### src/rtl/seg_pkg.sv
`default_nettype none
// ============================================================================
//  Module   : seg_pkg
//  Brief    : Shared types and constants for the 4-digit 7-segment scanner.
//  Revision : 1.0
// ============================================================================
package seg_pkg;

    typedef enum logic [1:0] {
        IDLE  = 2'd0,
        SHOW  = 2'd1,
        BLANK = 2'd2
    } state_t;

    localparam logic [6:0] SEG_BLANK = 7'h7F;
    localparam logic [6:0] SEG_DASH  = 7'b0111111;
    localparam logic [3:0] c_an_off  = 4'b1111;

    // Digit idx is a leading zero when it and every digit above it are zero.
    function automatic logic is_leading_zero(input logic [15:0] val, input logic [1:0] idx);
        logic r;
        case (idx)
            2'd1:    r = (val[15:4]  == 12'h000);
            2'd2:    r = (val[15:8]  == 8'h00);
            2'd3:    r = (val[15:12] == 4'h0);
            default: r = 1'b0;
        endcase
        return r;
    endfunction

endpackage
`default_nettype wire

### src/rtl/bcd_to_seg7.sv
`default_nettype none
// ============================================================================
//  Module   : bcd_to_seg7
//  Brief    : BCD nibble to active-low {g,f,e,d,c,b,a}; non-BCD shows a dash.
//  Revision : 1.0
// ============================================================================
module bcd_to_seg7
    import seg_pkg::*;
(
    input  logic [3:0] i_nibble,
    output logic [6:0] o_seg
);

    always_comb begin
        o_seg = SEG_DASH;
        case (i_nibble)
            4'd0:    o_seg = 7'b1000000;
            4'd1:    o_seg = 7'b1111001;
            4'd2:    o_seg = 7'b0100100;
            4'd3:    o_seg = 7'b0110000;
            4'd4:    o_seg = 7'b0011001;
            4'd5:    o_seg = 7'b0010010;
            4'd6:    o_seg = 7'b0000010;
            4'd7:    o_seg = 7'b1111000;
            4'd8:    o_seg = 7'b0000000;
            4'd9:    o_seg = 7'b0010000;
            default: o_seg = SEG_DASH;
        endcase
    end

endmodule
`default_nettype wire

### src/rtl/seg_scan_ctrl.sv
`default_nettype none
// ============================================================================
//  Module   : seg_scan_ctrl
//  Brief    : Multiplexed 4-digit 7-segment scanner with blanking and LZ suppression.
//  Revision : 1.0
// ============================================================================
module seg_scan_ctrl
    import seg_pkg::*;
#(
    parameter int BLANK_CYC   = 4,
    parameter int LZ_SUPPRESS = 1
) (
    input  logic        clk,
    input  logic        rst,
    input  logic        scan_tick,
    input  logic        en,
    input  logic [15:0] value,
    input  logic [3:0]  dp_in,
    output logic [3:0]  an,
    output logic [6:0]  seg,
    output logic        dp,
    output logic        frame_done
);

    localparam logic [7:0] c_blank_load = 8'(BLANK_CYC - 1);

    state_t      r_state, w_state_nxt;
    logic [1:0]  r_idx,   w_idx_nxt;
    logic [7:0]  r_bcnt,  w_bcnt_nxt;
    logic [15:0] r_val,   w_val_nxt;
    logic [3:0]  r_dpm,   w_dpm_nxt;
    logic [3:0]  r_an,    w_an_nxt;
    logic [6:0]  r_seg,   w_seg_nxt;
    logic        r_dp,    w_dp_nxt;
    logic        w_fd;
    logic [3:0]  w_nib;
    logic [6:0]  w_dec;

    always_ff @(posedge clk) begin
        if (rst) begin
            r_state <= IDLE;
            r_idx   <= 2'd0;
            r_bcnt  <= 8'd0;
            r_val   <= 16'h0000;
            r_dpm   <= 4'h0;
            r_an    <= c_an_off;
            r_seg   <= SEG_BLANK;
            r_dp    <= 1'b1;
        end else begin
            r_state <= w_state_nxt;
            r_idx   <= w_idx_nxt;
            r_bcnt  <= w_bcnt_nxt;
            r_val   <= w_val_nxt;
            r_dpm   <= w_dpm_nxt;
            r_an    <= w_an_nxt;
            r_seg   <= w_seg_nxt;
            r_dp    <= w_dp_nxt;
        end
    end

    always_comb begin
        w_state_nxt = r_state;
        w_idx_nxt   = r_idx;
        w_bcnt_nxt  = r_bcnt;
        w_val_nxt   = r_val;
        w_dpm_nxt   = r_dpm;
        w_fd        = 1'b0;
        if (!en) begin
            w_state_nxt = IDLE;
            w_idx_nxt   = 2'd0;
            w_bcnt_nxt  = 8'd0;
        end else begin
            case (r_state)
                IDLE: begin
                    w_state_nxt = SHOW;
                    w_idx_nxt   = 2'd0;
                    w_val_nxt   = value;
                    w_dpm_nxt   = dp_in;
                end
                SHOW: begin
                    if (scan_tick) begin
                        w_state_nxt = BLANK;
                        w_bcnt_nxt  = c_blank_load;
                        w_fd        = (r_idx == 2'd3);
                    end
                end
                BLANK: begin
                    if (r_bcnt == 8'd0) begin
                        w_state_nxt = SHOW;
                        w_idx_nxt   = r_idx + 2'd1;
                        // Frame boundary: new value is only sampled on the 3->0 wrap.
                        if (r_idx == 2'd3) begin
                            w_val_nxt = value;
                            w_dpm_nxt = dp_in;
                        end
                    end else begin
                        w_bcnt_nxt = r_bcnt - 8'd1;
                    end
                end
                default: w_state_nxt = IDLE;
            endcase
        end
    end

    // Outputs are registered from next-state values so they track the state edge exactly.
    always_comb begin
        case (w_idx_nxt)
            2'd0:    w_nib = w_val_nxt[3:0];
            2'd1:    w_nib = w_val_nxt[7:4];
            2'd2:    w_nib = w_val_nxt[11:8];
            default: w_nib = w_val_nxt[15:12];
        endcase
    end

    bcd_to_seg7 u_dec (
        .i_nibble (w_nib),
        .o_seg    (w_dec)
    );

    always_comb begin
        w_an_nxt  = c_an_off;
        w_seg_nxt = SEG_BLANK;
        w_dp_nxt  = 1'b1;
        if (w_state_nxt == SHOW) begin
            w_an_nxt  = ~(4'b0001 << w_idx_nxt);
            w_seg_nxt = ((LZ_SUPPRESS != 0) && is_leading_zero(w_val_nxt, w_idx_nxt))
                        ? SEG_BLANK : w_dec;
            w_dp_nxt  = ~w_dpm_nxt[w_idx_nxt];
        end
    end

    assign an         = r_an;
    assign seg        = r_seg;
    assign dp         = r_dp;
    assign frame_done = w_fd & ~rst;

endmodule
`default_nettype wire

### config.mk
export PLATFORM = sky130hd
export DESIGN_NAME = seg_scan_ctrl
export DESIGN_NICKNAME = d
export VERILOG_FILES = /design/src/rtl/seg_pkg.sv /design/src/rtl/bcd_to_seg7.sv /design/src/rtl/seg_scan_ctrl.sv
export SDC_FILE = /design/constraint.sdc
export NUM_CORES = 1
export LEC_CHECK = 0
export CORE_AREA = 2 2 60 85
export CTS_CLUSTER_DIAMETER = 50
export DETAILED_ROUTE_END_ITERATION = 10
export DIE_AREA = 0 0 62 87
export HOLD_SLACK_MARGIN = 0.12
export PLACE_DENSITY = 0.81
export SYNTH_ARGS = -nofsm -noshare
export SYNTH_HDL_FRONTEND = slang
export SYNTH_SLANG_ARGS = --single-unit
### constraint.sdc
create_clock -name clk -period 4.7 [get_ports clk]
set_clock_uncertainty 0.05 [all_clocks]
set_input_delay 1.41 -clock clk [delete_from_list [all_inputs] [get_ports clk]]
set_output_delay 1.41 -clock clk [all_outputs]
set_load 0.02 [all_outputs]
==> impl_metrics.json <==
{
  "grt-ovfl-total": 0,
  "cts_tree": "yes",
  "h-tree-depth": 2,
  "hp-class": "reg -> reg",
  "p_int_mw": 0.5690,
  "portBuffers": 36,
  "regArea_um2": 880.8,
  "setup_viol": 0,
  "final_hold_viol_count": 0,
  "ys_types": 58,
  "finalCriticalPeriod_ns": 4.419,
  "outcome": "finished, final reports clean",
  "drtIter0Drc": 69,
  "syn2layout_area_growth_pct": 23.03,
  "power_frac_comb": 0.201,
  "swShare": 0.2654,
  "syn-instance-count": 235,
  "diodes": 0,
  "max_cap_viol_count": 0,
  "grt_pass1_wl_mm": 8.183,
  "drv_slew": 0,
  "rows": 30,
  "rsz0062_at_grt": "no",
  "irDropWorstVdd_uv": 216.0,
  "die_height_um": 87,
  "grt_pass1_vias": 1906,
  "synth_ff_type": "dfxtp_1",
  "syn_area_per_cell_um2": 9.546,
  "p_sw_mw": 0.2056,
  "ios": 37,
  "dr.pass1.iters": 4,
  "yosysWarnings": 0,
  "maxSlewHeadroom": 0.4946,
  "fin_util": 0.5883,
  "synth.top_cells.by_area": "dfxtp_1 39%, mux2i_1 13%, nor2_1 6.4%, ha_1 4.5%, nand2_1 2.3%",
  "clock-sinks": 44,
  "place.gp.congestion": 0.8697,
  "multiInputGateArea_um2": 1282,
  "yosysTopAreaCellShare": 0.3926,
  "clk_pin_slew_worst_paths_ns": 0.08,
  "synth-seq-area-share": 0.3926,
  "cts-resized-gates": 0,
  "fillers": 424,
  "fp.dieW_um": 62,
  "die_area_um2": 5394,
  "synth_commonest_cells": "44 x dfxtp_1, 38 x nor2_1, 30 x mux2i_1",
  "cts_hold_buffers": 0,
  "root_buffer": "clkbuf_8",
  "yosys.area.top_type": "dfxtp_1",
  "critPathRequiredTime_ns": 3.24,
  "finalWirelength_mm": 4.895,
  "fin_cells": 341,
  "path_class": "in -> out",
  "synth_edf_count": 0,
  "worst_ep_arrival_time_ns": 2.96,
  "power_density_nw_per_um2": 280.6,
  "synth_area_um2": 2243,
  "synthArstFlopShare": 0,
  "cp_max_fo": 4,
  "cts_made_buffers": 5,
  "grt_max_degree": 23,
  "critical_path.endpoint_type": "primary output",
  "synth.ff_latch_count": 44,
  "max_freq_mhz": 226.3,
  "viasPerCell": 5.411,
  "insertion_delay_ns": 0.28,
  "tns_ns": 0,
  "design.core.area_um2": 4692,
  "power.share.clock": 0.279,
  "drive_above_1_share": 0.1119,
  "synth_nets": 267,
  "routedWlPerCell_um": 14.35,
  "nNetsFinal": 309,
  "cts_setup_buffers": 0,
  "seqPwrFrac": 0.520,
  "grt_use_total": 0.1992,
  "clk_path_buf_depth": 2,
  "cp-start-kind": "input port",
  "worst_pin_slew_ns": 0.7524,
  "drcViolationCount": 0,
  "dpl.cell_count": 334,
  "hpwl_mm": 3.762,
  "fin_crit_sh": 0.9402,
  "yosysMostFrequentCell": "dfxtp_1",
  "ant_nets": 0,
  "hold_slack_ns": 0.4527,
  "leakage_nw": 1.141,
  "num_vias": 1845,
  "initial_core_util": 0.4781,
  "antenna_found_initial": 0
}
[metrics by stage]
| step | power [mW] | instance area, µm² | setup WS (ns) |
|---|---|---|---|
| 2_1_floorplan | 0.5081 | 2243 | 0.8702 |
| 3_3_place_gp | 0.5626 | 2683 | 0.3257 |
| 3_5_place_dp | 0.5666 | 2683 | 0.2762 |
| 4_1_cts | 0.7839 | 2760 | 0.2746 |
| 5_1_grt | 0.8191 | 2760 | 0.2003 |
| 6_report | 0.7746 | 2760 | 0.2811 |
[routing by layer]
layer / vias to the layer above / GRT usage / share of wire
li1: 916 / - / -
met5: - / 0 / 0
met2: 51 / 0.3608 / 0.53
met3: 10 / 0.04160 / 0.032
met1: 868 / 0.2171 / 0.42
met4: 0 / 0.07157 / 0.015
[placed cells by master (no fill, tap or decap), types with 2 or more instances in the layout]
cell type         n
o21ai_0           7
nand3_1           9
and3b_1           2
xor2_1            4
xnor2_1           2
o31ai_1           2
inv_1             7
or3_1             2
nor3_1            5
nand2_1          14
nor4_1            6
mux2i_1          30
a21oi_1           6
nor3b_1           2
clkbuf_8          5
ha_1              8
dfxtp_1          44
nor2_1           38
clkdlybuf4s50_1  36
buf_4             7
nand3b_1          3
[critical path: stages]
cell	delay, ns
clkdlybuf4s50_1	0.50
inv_1	0.09
nor2_1	0.17
nand2_1	0.07
nor2_1	0.09
clkdlybuf4s50_1	0.61
[power groups by stage]
| stage | Clock [mW] | Sequential (mW) | Combinational (mW) |
|---|---|---|---|
| finish | 0.216 | 0.403 | 0.156 |
| global route | 0.244 | 0.405 | 0.171 |
| CTS | 0.225 | 0.402 | 0.156 |
| detailed placement | 0 | 0.411 | 0.156 |
| global placement | 0 | 0.411 | 0.152 |
| floorplan | 0 | 0.415 | 0.0930 |
[final timing paths]
path,from,end,slack [ns],depth (start not counted)
max,en,frame_done,0.28,6
min,r_val[2],r_val[2],0.45,2
max reg2reg,r_bcnt[0],seg[3],1.48,12
min reg2reg,r_val[2],r_val[2],0.45,2
[final cells by class]
type / instances / share of cell area
Timing Repair Buffer: 43 / 0.1496
Multi-Input combinational cell: 176 / 0.4646
Tap cell: 64 / 0.02901
Clock inverter: 1 / 0.001813
Inverter: 7 / 0.009519
Sequential cell: 44 / 0.3191
Clock buffer: 6 / 0.02629
[cells by family after synthesis]
group / synth area share
AO/OA/AOI/OAI: 0.1361
XOR/XNOR: 0.02342
adder cells (fa/ha/maj): 0.04462
buffers and inverters: 0.03569
flip-flops: 0.3926
multiplexers: 0.1456
AND/OR/NAND/NOR: 0.2220
[flip-flops by register name, indices dropped and copies added, names as in the netlist]
register / cells
r_bcnt: 8
r_idx: 2
r_val: 16
r_state: 2
seg: 7
dp: 1
an: 4
r_dpm: 4
Note: power is estimated with default switching activity, not from simulation.
